===== src/rtl/int_iq1_pkg.sv =====
// rtl/int_iq1_pkg.sv - shared constants, entry type and slot helpers for IQ1
//
// Purpose : common definitions imported by the IQ1 issue queue and its age matrix.
// Contents: IQDEEP/SLOTW/PREGW/PAYW/IDXW constants, iq_entry_t, slot<->index helpers.
// Config  : none (INTIQ1_AGE_SELECT_EN is consumed by int_iq1_issue_queue).
package int_iq1_pkg;

    localparam int IQDEEP = 8;
    localparam int SLOTW  = 5;
    localparam int PREGW  = 7;
    localparam int PAYW   = 32;
    localparam int IDXW   = 3;

    typedef struct packed {
        logic             valid;
        logic [PREGW-1:0] src1_tag;
        logic             src1_rdy;
        logic [PREGW-1:0] src2_tag;
        logic             src2_rdy;
        logic [PREGW-1:0] dst_tag;
        logic [PAYW-1:0]  payload;
    } iq_entry_t;

    // Slot identifiers are multiples of four; the entry index is slot / 4.
    function automatic logic [IDXW-1:0] slot_to_idx(input logic [SLOTW-1:0] slot);
        return IDXW'(slot >> 2);
    endfunction

    function automatic logic [SLOTW-1:0] idx_to_slot(input logic [IDXW-1:0] idx);
        return {idx, 2'b00};
    endfunction

endpackage


===== src/rtl/int_iq1_age_matrix.sv =====
// rtl/int_iq1_age_matrix.sv - age tracking and oldest-eligible one-hot select for IQ1
//
// Purpose : remembers relative dispatch order of the entries and picks the oldest
//           eligible one. Only instantiated when INTIQ1_AGE_SELECT_EN is defined.
// Ports   : clk_i, rst_ni       - clock, asynchronous active-low reset
//           disp_en_i           - an entry is being written this cycle
//           disp_idx_i          - index of the entry being written
//           eligible_i          - per-entry eligibility (valid and both sources ready)
//           oldest_o            - one-hot of the oldest eligible entry (zero if none)
module int_iq1_age_matrix
    import int_iq1_pkg::*;
(
    input  logic              clk_i,
    input  logic              rst_ni,
    input  logic              disp_en_i,
    input  logic [IDXW-1:0]   disp_idx_i,
    input  logic [IQDEEP-1:0] eligible_i,
    output logic [IQDEEP-1:0] oldest_o
);

    // age_q[i][j] = 1 means entry i is older than entry j.
    logic [IQDEEP-1:0][IQDEEP-1:0] age_q;
    logic [IQDEEP-1:0][IQDEEP-1:0] age_d;

    // A newly written entry becomes younger than every other entry: its row is
    // cleared and its column is set. Stale bits of invalid entries are harmless
    // because they are rewritten on that entry's next dispatch.
    always_comb begin
        age_d = age_q;
        if (disp_en_i) begin
            for (int j = 0; j < IQDEEP; j++) begin
                age_d[disp_idx_i][j] = 1'b0;
                if (IDXW'(j) != disp_idx_i) begin
                    age_d[j][disp_idx_i] = 1'b1;
                end
            end
        end
    end

    always_ff @(posedge clk_i or negedge rst_ni) begin
        if (!rst_ni) begin
            age_q <= '0;
        end else begin
            age_q <= age_d;
        end
    end

    always_comb begin
        for (int i = 0; i < IQDEEP; i++) begin
            oldest_o[i] = eligible_i[i];
            for (int j = 0; j < IQDEEP; j++) begin
                if ((j != i) && eligible_i[j] && age_q[j][i]) begin
                    oldest_o[i] = 1'b0;
                end
            end
        end
    end

endmodule


===== src/rtl/int_iq1_issue_queue.sv =====
// rtl/int_iq1_issue_queue.sv - eight-entry integer issue queue with registered issue stage
//
// Purpose : writes dispatched micro-ops into slots taken from the free-slot queue,
//           tracks source readiness via two wakeup broadcasts, selects one eligible
//           entry per cycle into a registered issue stage and returns its slot.
// Config  : INTIQ1_AGE_SELECT_EN defined -> oldest-first select (int_iq1_age_matrix);
//           undefined -> lowest eligible index wins.
// Ports   : clk_i, rst_ni                      - clock, asynchronous active-low reset
//           disp_*                             - dispatch request/accept and micro-op fields
//           free_slot_i, free_empty_i, free_rable_o - free-slot queue head / empty / pop
//           ret_slot_valid_o, ret_slot_o       - slot returned to the free-slot queue
//           wk_valid0/1_i, wk_tag0/1_i         - wakeup broadcasts
//           issue_*                            - registered issue stage toward execute
//           flush_i                            - synchronous pipeline flush
//           occupancy_o                        - number of valid entries, 0..8
module int_iq1_issue_queue
    import int_iq1_pkg::*;
(
    input  logic             clk_i,
    input  logic             rst_ni,
    input  logic             disp_valid_i,
    output logic             disp_ready_o,
    input  logic [PREGW-1:0] disp_src1_tag_i,
    input  logic [PREGW-1:0] disp_src2_tag_i,
    input  logic             disp_src1_rdy_i,
    input  logic             disp_src2_rdy_i,
    input  logic [PREGW-1:0] disp_dst_tag_i,
    input  logic [PAYW-1:0]  disp_payload_i,
    input  logic [SLOTW-1:0] free_slot_i,
    input  logic             free_empty_i,
    output logic             free_rable_o,
    output logic             ret_slot_valid_o,
    output logic [SLOTW-1:0] ret_slot_o,
    input  logic             wk_valid0_i,
    input  logic             wk_valid1_i,
    input  logic [PREGW-1:0] wk_tag0_i,
    input  logic [PREGW-1:0] wk_tag1_i,
    output logic             issue_valid_o,
    input  logic             issue_ready_i,
    output logic [PREGW-1:0] issue_src1_tag_o,
    output logic [PREGW-1:0] issue_src2_tag_o,
    output logic [PREGW-1:0] issue_dst_tag_o,
    output logic [PAYW-1:0]  issue_payload_o,
    output logic [SLOTW-1:0] issue_slot_o,
    input  logic             flush_i,
    output logic [3:0]       occupancy_o
);

    function automatic logic tag_hit(
        input logic [PREGW-1:0] tag,
        input logic             v0,
        input logic [PREGW-1:0] t0,
        input logic             v1,
        input logic [PREGW-1:0] t1
    );
        return (v0 && (t0 == tag)) || (v1 && (t1 == tag));
    endfunction

    iq_entry_t ent_q [IQDEEP];
    iq_entry_t ent_d [IQDEEP];

    logic             issue_valid_q, issue_valid_d;
    logic [PREGW-1:0] issue_src1_tag_q, issue_src1_tag_d;
    logic [PREGW-1:0] issue_src2_tag_q, issue_src2_tag_d;
    logic [PREGW-1:0] issue_dst_tag_q, issue_dst_tag_d;
    logic [PAYW-1:0]  issue_payload_q, issue_payload_d;
    logic [SLOTW-1:0] issue_slot_q, issue_slot_d;
    logic             ret_slot_valid_q, ret_slot_valid_d;
    logic [SLOTW-1:0] ret_slot_q, ret_slot_d;
    logic [3:0]       occupancy_q, occupancy_d;

    logic              disp_fire;
    logic [IDXW-1:0]   disp_idx;
    logic [IQDEEP-1:0] elig;
    logic [IQDEEP-1:0] sel_oh;
    logic [IDXW-1:0]   sel_idx;
    logic              issue_load;

    // Dispatch handshake is purely combinational so the free-slot pop lands
    // in the same cycle as the accept.
    assign disp_ready_o = !free_empty_i && !flush_i;
    assign free_rable_o = disp_valid_i && disp_ready_o;
    assign disp_fire    = free_rable_o;
    assign disp_idx     = slot_to_idx(free_slot_i);

    always_comb begin
        for (int i = 0; i < IQDEEP; i++) begin
            elig[i] = ent_q[i].valid && ent_q[i].src1_rdy && ent_q[i].src2_rdy;
        end
    end

`ifdef INTIQ1_AGE_SELECT_EN
    int_iq1_age_matrix u_age_matrix (
        .clk_i      (clk_i),
        .rst_ni     (rst_ni),
        .disp_en_i  (disp_fire),
        .disp_idx_i (disp_idx),
        .eligible_i (elig),
        .oldest_o   (sel_oh)
    );
`else
    // Isolate the lowest set bit.
    assign sel_oh = elig & (~elig + IQDEEP'(1));
`endif

    always_comb begin
        sel_idx = '0;
        for (int i = 0; i < IQDEEP; i++) begin
            if (sel_oh[i]) begin
                sel_idx = sel_idx | IDXW'(i);
            end
        end
    end

    // The issue stage only advances when it is empty or being drained.
    assign issue_load = !flush_i && (|elig) && (!issue_valid_q || issue_ready_i);

    always_comb begin
        for (int i = 0; i < IQDEEP; i++) begin
            ent_d[i] = ent_q[i];
            if (ent_q[i].valid) begin
                if (tag_hit(ent_q[i].src1_tag, wk_valid0_i, wk_tag0_i, wk_valid1_i, wk_tag1_i)) begin
                    ent_d[i].src1_rdy = 1'b1;
                end
                if (tag_hit(ent_q[i].src2_tag, wk_valid0_i, wk_tag0_i, wk_valid1_i, wk_tag1_i)) begin
                    ent_d[i].src2_rdy = 1'b1;
                end
            end
            if (issue_load && sel_oh[i]) begin
                ent_d[i].valid = 1'b0;
            end
            // Same-cycle wakeup is bypassed into the freshly written sources.
            if (disp_fire && (disp_idx == IDXW'(i))) begin
                ent_d[i].valid    = 1'b1;
                ent_d[i].src1_tag = disp_src1_tag_i;
                ent_d[i].src2_tag = disp_src2_tag_i;
                ent_d[i].dst_tag  = disp_dst_tag_i;
                ent_d[i].payload  = disp_payload_i;
                ent_d[i].src1_rdy = disp_src1_rdy_i ||
                    tag_hit(disp_src1_tag_i, wk_valid0_i, wk_tag0_i, wk_valid1_i, wk_tag1_i);
                ent_d[i].src2_rdy = disp_src2_rdy_i ||
                    tag_hit(disp_src2_tag_i, wk_valid0_i, wk_tag0_i, wk_valid1_i, wk_tag1_i);
            end
            if (flush_i) begin
                ent_d[i].valid = 1'b0;
            end
        end
    end

    always_comb begin
        issue_valid_d    = issue_valid_q;
        issue_src1_tag_d = issue_src1_tag_q;
        issue_src2_tag_d = issue_src2_tag_q;
        issue_dst_tag_d  = issue_dst_tag_q;
        issue_payload_d  = issue_payload_q;
        issue_slot_d     = issue_slot_q;
        ret_slot_valid_d = 1'b0;
        ret_slot_d       = ret_slot_q;
        if (flush_i) begin
            issue_valid_d = 1'b0;
        end else if (issue_load) begin
            issue_valid_d    = 1'b1;
            issue_src1_tag_d = ent_q[sel_idx].src1_tag;
            issue_src2_tag_d = ent_q[sel_idx].src2_tag;
            issue_dst_tag_d  = ent_q[sel_idx].dst_tag;
            issue_payload_d  = ent_q[sel_idx].payload;
            issue_slot_d     = idx_to_slot(sel_idx);
            ret_slot_valid_d = 1'b1;
            ret_slot_d       = idx_to_slot(sel_idx);
        end else if (issue_ready_i) begin
            issue_valid_d = 1'b0;
        end
    end

    always_comb begin
        if (flush_i) begin
            occupancy_d = '0;
        end else begin
            occupancy_d = occupancy_q + {3'b000, disp_fire} - {3'b000, issue_load};
        end
    end

    always_ff @(posedge clk_i or negedge rst_ni) begin
        if (!rst_ni) begin
            for (int i = 0; i < IQDEEP; i++) begin
                ent_q[i] <= '0;
            end
            issue_valid_q    <= 1'b0;
            issue_src1_tag_q <= '0;
            issue_src2_tag_q <= '0;
            issue_dst_tag_q  <= '0;
            issue_payload_q  <= '0;
            issue_slot_q     <= '0;
            ret_slot_valid_q <= 1'b0;
            ret_slot_q       <= '0;
            occupancy_q      <= '0;
        end else begin
            for (int i = 0; i < IQDEEP; i++) begin
                ent_q[i] <= ent_d[i];
            end
            issue_valid_q    <= issue_valid_d;
            issue_src1_tag_q <= issue_src1_tag_d;
            issue_src2_tag_q <= issue_src2_tag_d;
            issue_dst_tag_q  <= issue_dst_tag_d;
            issue_payload_q  <= issue_payload_d;
            issue_slot_q     <= issue_slot_d;
            ret_slot_valid_q <= ret_slot_valid_d;
            ret_slot_q       <= ret_slot_d;
            occupancy_q      <= occupancy_d;
        end
    end

    assign issue_valid_o    = issue_valid_q;
    assign issue_src1_tag_o = issue_src1_tag_q;
    assign issue_src2_tag_o = issue_src2_tag_q;
    assign issue_dst_tag_o  = issue_dst_tag_q;
    assign issue_payload_o  = issue_payload_q;
    assign issue_slot_o     = issue_slot_q;
    assign ret_slot_valid_o = ret_slot_valid_q;
    assign ret_slot_o       = ret_slot_q;
    assign occupancy_o      = occupancy_q;

endmodule


===== config.mk =====
export PLATFORM = sky130hd
export DESIGN_NAME = int_iq1_issue_queue
export DESIGN_NICKNAME = d
export VERILOG_FILES = /design/src/rtl/int_iq1_pkg.sv /design/src/rtl/int_iq1_age_matrix.sv /design/src/rtl/int_iq1_issue_queue.sv
export SDC_FILE = /design/constraint.sdc
export NUM_CORES = 1
export LEC_CHECK = 0
export ABC_AREA = 1
export CORE_MARGIN = 2
export CORE_UTILIZATION = 50
export CTS_CLUSTER_DIAMETER = 120
export CTS_CLUSTER_SIZE = 10
export DETAILED_ROUTE_END_ITERATION = 10
export PLACE_DENSITY = 0.75
export SLEW_MARGIN = 25
export SYNTH_ARGS = -nofsm -noshare
export SYNTH_HDL_FRONTEND = slang
export SYNTH_SLANG_ARGS = --single-unit
export TNS_END_PERCENT = 20

===== constraint.sdc =====
create_clock -name clk_i -period 3.4 [get_ports clk_i]
set_clock_uncertainty 0.2 [all_clocks]
set_input_delay 0.51 -clock clk_i [delete_from_list [all_inputs] [get_ports clk_i]]
set_output_delay 0.51 -clock clk_i [all_outputs]
set_load 0.01 [all_outputs]

==> results.json, run 1 <==
{
  "drt_iter0_markers": 3122,
  "die-area_mm2": 0.05649,
  "crit_fanout": 6,
  "avgSynthCellArea_um2": 7.557,
  "syn_area_mm2": 0.02730,
  "cts_setup_buffers": 0,
  "root_buffer": "clkbuf_16",
  "htree_levels": 2,
  "crit_type": "in -> out",
  "post_drt_via_cell_ratio": 5.953,
  "maxSlewViolCount": 0,
  "ys_types": 43,
  "clk_path_buf_depth": 3,
  "dp_hpwl_um": 54810,
  "grtUsageTotal": 0.3168,
  "p_per_area_mw_per_mm2": 573.8,
  "max_cap_viol_count": 0,
  "required_ns": 2.69,
  "fin_area_mm2": 0.03107,
  "dr.pass1.iters": 8,
  "cts_inserted_buffers": 56,
  "drive_above_1_share": 0.05824,
  "setup_tns_ns": 0,
  "ant_nets": 0,
  "period_minus_slack_ns": 3.028,
  "first_global_vias": 24890,
  "die_w_um": 237.7,
  "end_kind": "output port",
  "cts_resized": 0,
  "hold_path.class": "reg -> reg",
  "finalHoldViolations": 0,
  "numClockSinks": 510,
  "antenna_found_initial": 2,
  "synth_seq_cells": 510,
  "wl_um": 88300,
  "post-route-period-util": 0.8905,
  "cts_tree": "built",
  "peakVddDrop_mv": 0.4300,
  "worstPathArrival_ns": 2.32,
  "drc": 0,
  "nFillCells": 4805,
  "die_h_um": 237.7,
  "pin_count": 153,
  "grt_max_degree": 138,
  "yosys_warnings": 0,
  "place_area_mm2": 0.02958,
  "nets": 3743,
  "ys_seq_area_frac": 0.4674,
  "synthCells": 3613,
  "grt_overflow": 0,
  "fmaxAchievable_ghz": 0.3303,
  "coreArea_mm2": 0.05392,
  "wire_per_inst_um": 20.28,
  "p_leak_nw": 14.55,
  "cp-start-kind": "input port",
  "start_util": 0.5063,
  "routabilityCongestion": 0.9848,
  "grt_pass1_wl_um": 141400,
  "status": "completed",
  "portBuffers": 146,
  "rsz0062_at_grt": "false",
  "path_clk_slew_ns": 0.05,
  "num_vias": 25920,
  "finalSetupViolCount": 0,
  "tightest_slew_ns": 0.8691,
  "rows": 85,
  "clk_latency_ns": 0.64,
  "area_growth_syn_to_layout_pct": 13.81,
  "relSlewSlack": 0.4206
}
-- synth_stat cells --
cell,count,area [um^2]
nand2_1,1081,4058
dfrtp_1,510,12760
o21ai_0,429,2147
inv_1,362,1359
nand3_1,338,1692
nand4_1,235,1470
buf_2,134,670.6
clkbuf_1,106,397.9
xor2_1,63,551.8
nor2_1,58,217.7
o22ai_1,45,281.5
nor3_1,37,185.2
o21ai_1,34,170.2
buf_4,28,210.2
a21oi_1,25,125.1
o2111ai_1,18,157.7
nor4_1,12,75.07
o211ai_1,11,82.58
buf_1,10,37.54
xnor2_1,9,78.83
nor2_4,8,90.09
a211oi_1,7,52.55
buf_6,6,67.56
o221ai_1,6,52.55
clkinv_1,5,18.77
inv_2,5,18.77
o21ai_2,5,43.79
ha_1,4,50.05
nor2_2,4,25.02
nand2_2,3,18.77
a221oi_1,2,17.52
nand3_2,2,20.02
a21o_1,1,7.510
a21oi_2,1,8.760
a31oi_1,1,6.260
and2_1,1,6.260
clkbuf_2,1,5.000
conb_1,1,3.750
fa_1,1,20.02
nand4_2,1,12.51
nor3_2,1,10.01
o2111a_1,1,11.26
or2_1,1,6.260
-- flip-flops by register name, summed over array words and instances, names as in the netlist --
signal,cells
issue_src2_tag_o,7
ret_slot_o,3
issue_dst_tag_o,7
issue_valid_o,1
ret_slot_valid_o,1
issue_src1_tag_o,7
occupancy_o,4
ent_q,448
issue_payload_o,32
-- metrics by stage --
step	total power, mW	setup WS (ns)	util	cells	hold WS, ns
floorplan	10.85	0.7734	-	3616	0.01441
global placement	12.37	0.1724	0.5481	4292	0.2653
detailed placement	12.49	0.1648	0.5486	4293	0.2689
CTS	17.83	0.4114	0.5762	4353	0.2829
global route	18.83	0.2715	0.5763	4354	0.3031
finish	17.83	0.3723	0.5763	4354	0.2824
-- cells in the final DEF (no fill, tap or decap), types with 4 or more instances in the layout --
cell                n
o211ai_1           11
o221ai_1            6
conb_1              4
inv_1             360
nand4_1           235
o2111ai_1          18
nand2_1          1080
o21ai_0           429
o21ai_2             5
nand3_1           338
ha_1                4
buf_4              93
o22ai_1            45
xnor2_1             9
clkdlybuf4s50_1   145
buf_12             26
nor3_1             37
o21ai_1            34
nor4_1             12
clkinv_1            5
a21oi_1            25
clkbuf_16          56
a211oi_1            7
inv_2               7
xor2_1             63
nor2_4             11
dfrtp_1           510
nor2_1             58
-- per-layer routing --
layer,share of wire,track usage
met1,0.41,0.4385
met2,0.44,0.4799
met3,0.11,0.06376
met4,0.050,0.1469
met5,0.00015,0
-- repair_timing --
action                                  4_1_cts  5_1_grt
endpoints found under the hold margin        65        0
hold buffers                                  1        0
endpoints found under the setup margin        0        0
-- critical path: stages --
cell and delay, ns:
clkdlybuf4s50_1 0.51, buf_4 0.26, nor2_4 0.12, nand2_1 0.15, inv_2 0.19, clkdlybuf4s50_1 0.57
-- cell families after synthesis --
family | after synthesis | share of synthesized area
and+or+nand+nor | 1782 | 0.2889
buffers and inverters | 657 | 0.1020
AOI/OAI and AO/OA | 586 | 0.1159
DFF | 510 | 0.4674
xor gates and xnor gates | 72 | 0.02310
adders and majority gates | 5 | 0.002566
other | 1 | 0.0001374
-- report_power, final --
part           switching [mW]  internal, mW  leakage, nW  total [mW]
registers               0.852          7.42         6.21        8.27
logic                    2.39          1.83         7.62        4.23
clock network            2.43          2.90        0.720        5.33
-- area by class of cell --
cell class,instances,area [um^2],share of cell area
Antenna cell,1,2.502,0.00008053
Multi-Input combinational cell,2449,11840,0.3811
Sequential cell,510,12760,0.4107
Timing Repair Buffer,267,2723,0.08762
Clock inverter,3,76.32,0.002456
Clock buffer,56,1401,0.04510
Tap cell,696,870.8,0.02803
Inverter,372,1396,0.04494
-- worst paths after layout --
| check | start | end | slack [ns] | cells past startpoint |
|---|---|---|---|---|
| worst min register to register | ent_q[68] | ent_q[68] | 0.28 | 2 |
| worst min-delay path | ent_q[68] | ent_q[68] | 0.28 | 2 |
| min in group asynchronous | rst_ni | ent_q[160] | 0.32 | 2 |
| worst max-delay path | flush_i | free_rable_o | 0.37 | 6 |
| max in group asynchronous | rst_ni | ent_q[419] | 1.89 | 3 |
| worst max register to register | ent_q[447] | occupancy_o[2] | 0.45 | 12 |
Note: power is estimated with default switching activity, not from simulation.
==> run 2: changes to the inputs <==
--- a/config.mk
+++ b/config.mk
@@ -9,7 +9,6 @@
 export CORE_MARGIN = 2
 export CORE_UTILIZATION = 50
 export CTS_CLUSTER_DIAMETER = 120
-export CTS_CLUSTER_SIZE = 10
 export DETAILED_ROUTE_END_ITERATION = 10
 export PLACE_DENSITY = 0.75
 export SLEW_MARGIN = 25
==> results.json, run 2 (same netlist as run 1, synthesis figures left out) <==
{
  "status": "completed",
  "start_util": 0.5063,
  "drc": 0,
  "rows": 85,
  "required_ns": 2.69,
  "cts_tree": "built",
  "die_w_um": 237.7,
  "routabilityCongestion": 0.9848,
  "crit_type": "in -> out",
  "layout_common_cells": "1080 x nand2_1, 510 x dfrtp_1, 429 x o21ai_0",
  "wl_met2_um": 39160,
  "relSlewSlack": 0.4170,
  "antenna_cells": 0,
  "regMostFlops": "ent_q",
  "num_vias": 25980,
  "wl_met3_um": 9022,
  "ant_nets": 0,
  "dp_hpwl_um": 54810,
  "drive_above_1_share": 0.06519,
  "htree_levels": 2,
  "coreArea_mm2": 0.05392,
  "max_cap_viol_count": 0,
  "cp_num_buf_inv": 4,
  "numClockSinks": 510,
  "portBuffers": 146,
  "finalHoldViolations": 0,
  "cts_inserted_buffers": 55,
  "dr.pass1.iters": 6,
  "fmaxAchievable_ghz": 0.3296,
  "drt_iter0_markers": 3159,
  "root_buffer": "clkbuf_16",
  "clk_latency_ns": 0.64,
  "crit_chain": "clkdlybuf4s50_1 -> buf_4 -> nor2_4 -> nand2_1 -> inv_2 -> clkdlybuf4s50_1",
  "finalSetupViolCount": 0,
  "grtUsageTotal": 0.3166,
  "worstPathArrival_ns": 2.32,
  "grt_max_degree": 138,
  "met1_length_um": 36030,
  "grt_pass1_wl_um": 141400,
  "maxSlewViolCount": 0,
  "hold_path.class": "reg -> reg",
  "layout_setup_ws_ns": 0.3657,
  "p_per_area_mw_per_mm2": 590.0,
  "path_clk_slew_ns": 0.06,
  "highest-signal-layer": "met5",
  "post_drt_via_cell_ratio": 5.915,
  "crit_fanout": 6,
  "path_common_cell": "clkdlybuf4s50_1",
  "area_growth_syn_to_layout_pct": 14.97,
  "die_h_um": 237.7,
  "die-area_mm2": 0.05649,
  "place_ws_ns": 0.1648,
  "max_stage_delay_ns": 0.57,
  "period_minus_slack_ns": 3.034,
  "rsz0062_at_grt": "false",
  "wl_um": 88610,
  "cp-start-kind": "input port",
  "p_leak_nw": 14.72,
  "cts_setup_buffers": 0,
  "clk_path_buf_depth": 3,
  "power_mw": 18.52,
  "peakVddDrop_mv": 0.4299,
  "largest_register_ffs": 448,
  "crit_family": "buffers and inverters",
  "post-route-period-util": 0.8925,
  "crit_slowest_cell": "clkdlybuf4s50_1",
  "final_common_cell": "nand2_1",
  "nets": 3742,
  "grt_overflow": 0,
  "wire_per_inst_um": 20.17,
  "pin_count": 153,
  "antenna_found_initial": 1,
  "end_kind": "output port",
  "tightest_slew_ns": 0.8745,
  "setup_tns_ns": 0,
  "first_global_vias": 24960
}
==> run 2: cell types whose count changed in the layout (fill, tap and decap cells not counted), sizes merged <==
cell      before  now
clkinv         8   20
clkinvlp       0    2
diode          1    0
bufinv         0    3
clkbuf        56   78
inv          367  368
==> run 2: final timing paths <==
kind,startpoint,to,slack (ns),depth (start not counted)
worst max-delay path,flush_i,free_rable_o,0.37,6
worst min-delay path,ent_q[358],ent_q[358],0.28,2
worst max register to register,ent_q[447],occupancy_o[2],0.47,12
worst min register to register,ent_q[358],ent_q[358],0.28,2
max in group asynchronous,rst_ni,ent_q[29],1.88,3
min in group asynchronous,rst_ni,ent_q[225],0.32,2
==> run 2: per-stage QoR <==
| step | cells | area (um^2) | util | hold slack [ns] |
|---|---|---|---|---|
| after floorplan | 3616 | 27310 | - | 0.01441 |
| after global placement | 4292 | 29550 | 0.5481 | 0.2653 |
| after detailed placement | 4293 | 29580 | 0.5486 | 0.2689 |
| after CTS | 4393 | 31390 | 0.5822 | 0.2866 |
| after global routing | 4393 | 31390 | 0.5822 | 0.3056 |
| final | 4393 | 31390 | 0.5822 | 0.2842 |
==> run 2: routing by layer <==
layer,global-route usage,vias to the layer above
li1,-,11970
met4,0.1500,2
met5,0,-
met2,0.4847,1529
met1,0.4342,12210
met3,0.06143,268
==> run 2: where the power goes <==
part           switching [mW]  internal, mW
logic                    2.40          1.83
registers               0.853          7.42
clock network            2.57          3.45
total                    5.83          12.7
==> run 2: layout make-up <==
class | count | area [um^2]
fillers | 4807 | 22530
flip-flops and latches | 510 | 12760
multi-input cells | 2449 | 11840
repair buffers | 267 | 2723
clock buffers | 78 | 1573
inverters | 372 | 1396
well taps | 696 | 870.8
clock inverters | 21 | 225.2
==> run 2: worst reg2reg max path, delay by kind of cell, from the launching register on <==
kind,cells,cell delay (ns)
flip-flops,1,0.44
adder cells (fa/ha/maj),3,0.91
AND/OR/NAND/NOR,5,0.87
buffers and inverters,2,0.18
AO/OA/AOI/OAI,2,0.22
==> run 2: what timing repair did <==
| item | CTS | global route |
|---|---|---|
| setup endpoints to repair | 0 | 0 |
| hold endpoints to repair | 65 | 0 |
| resized for setup | 0 | 0 |
| hold buffers | 1 | 0 |
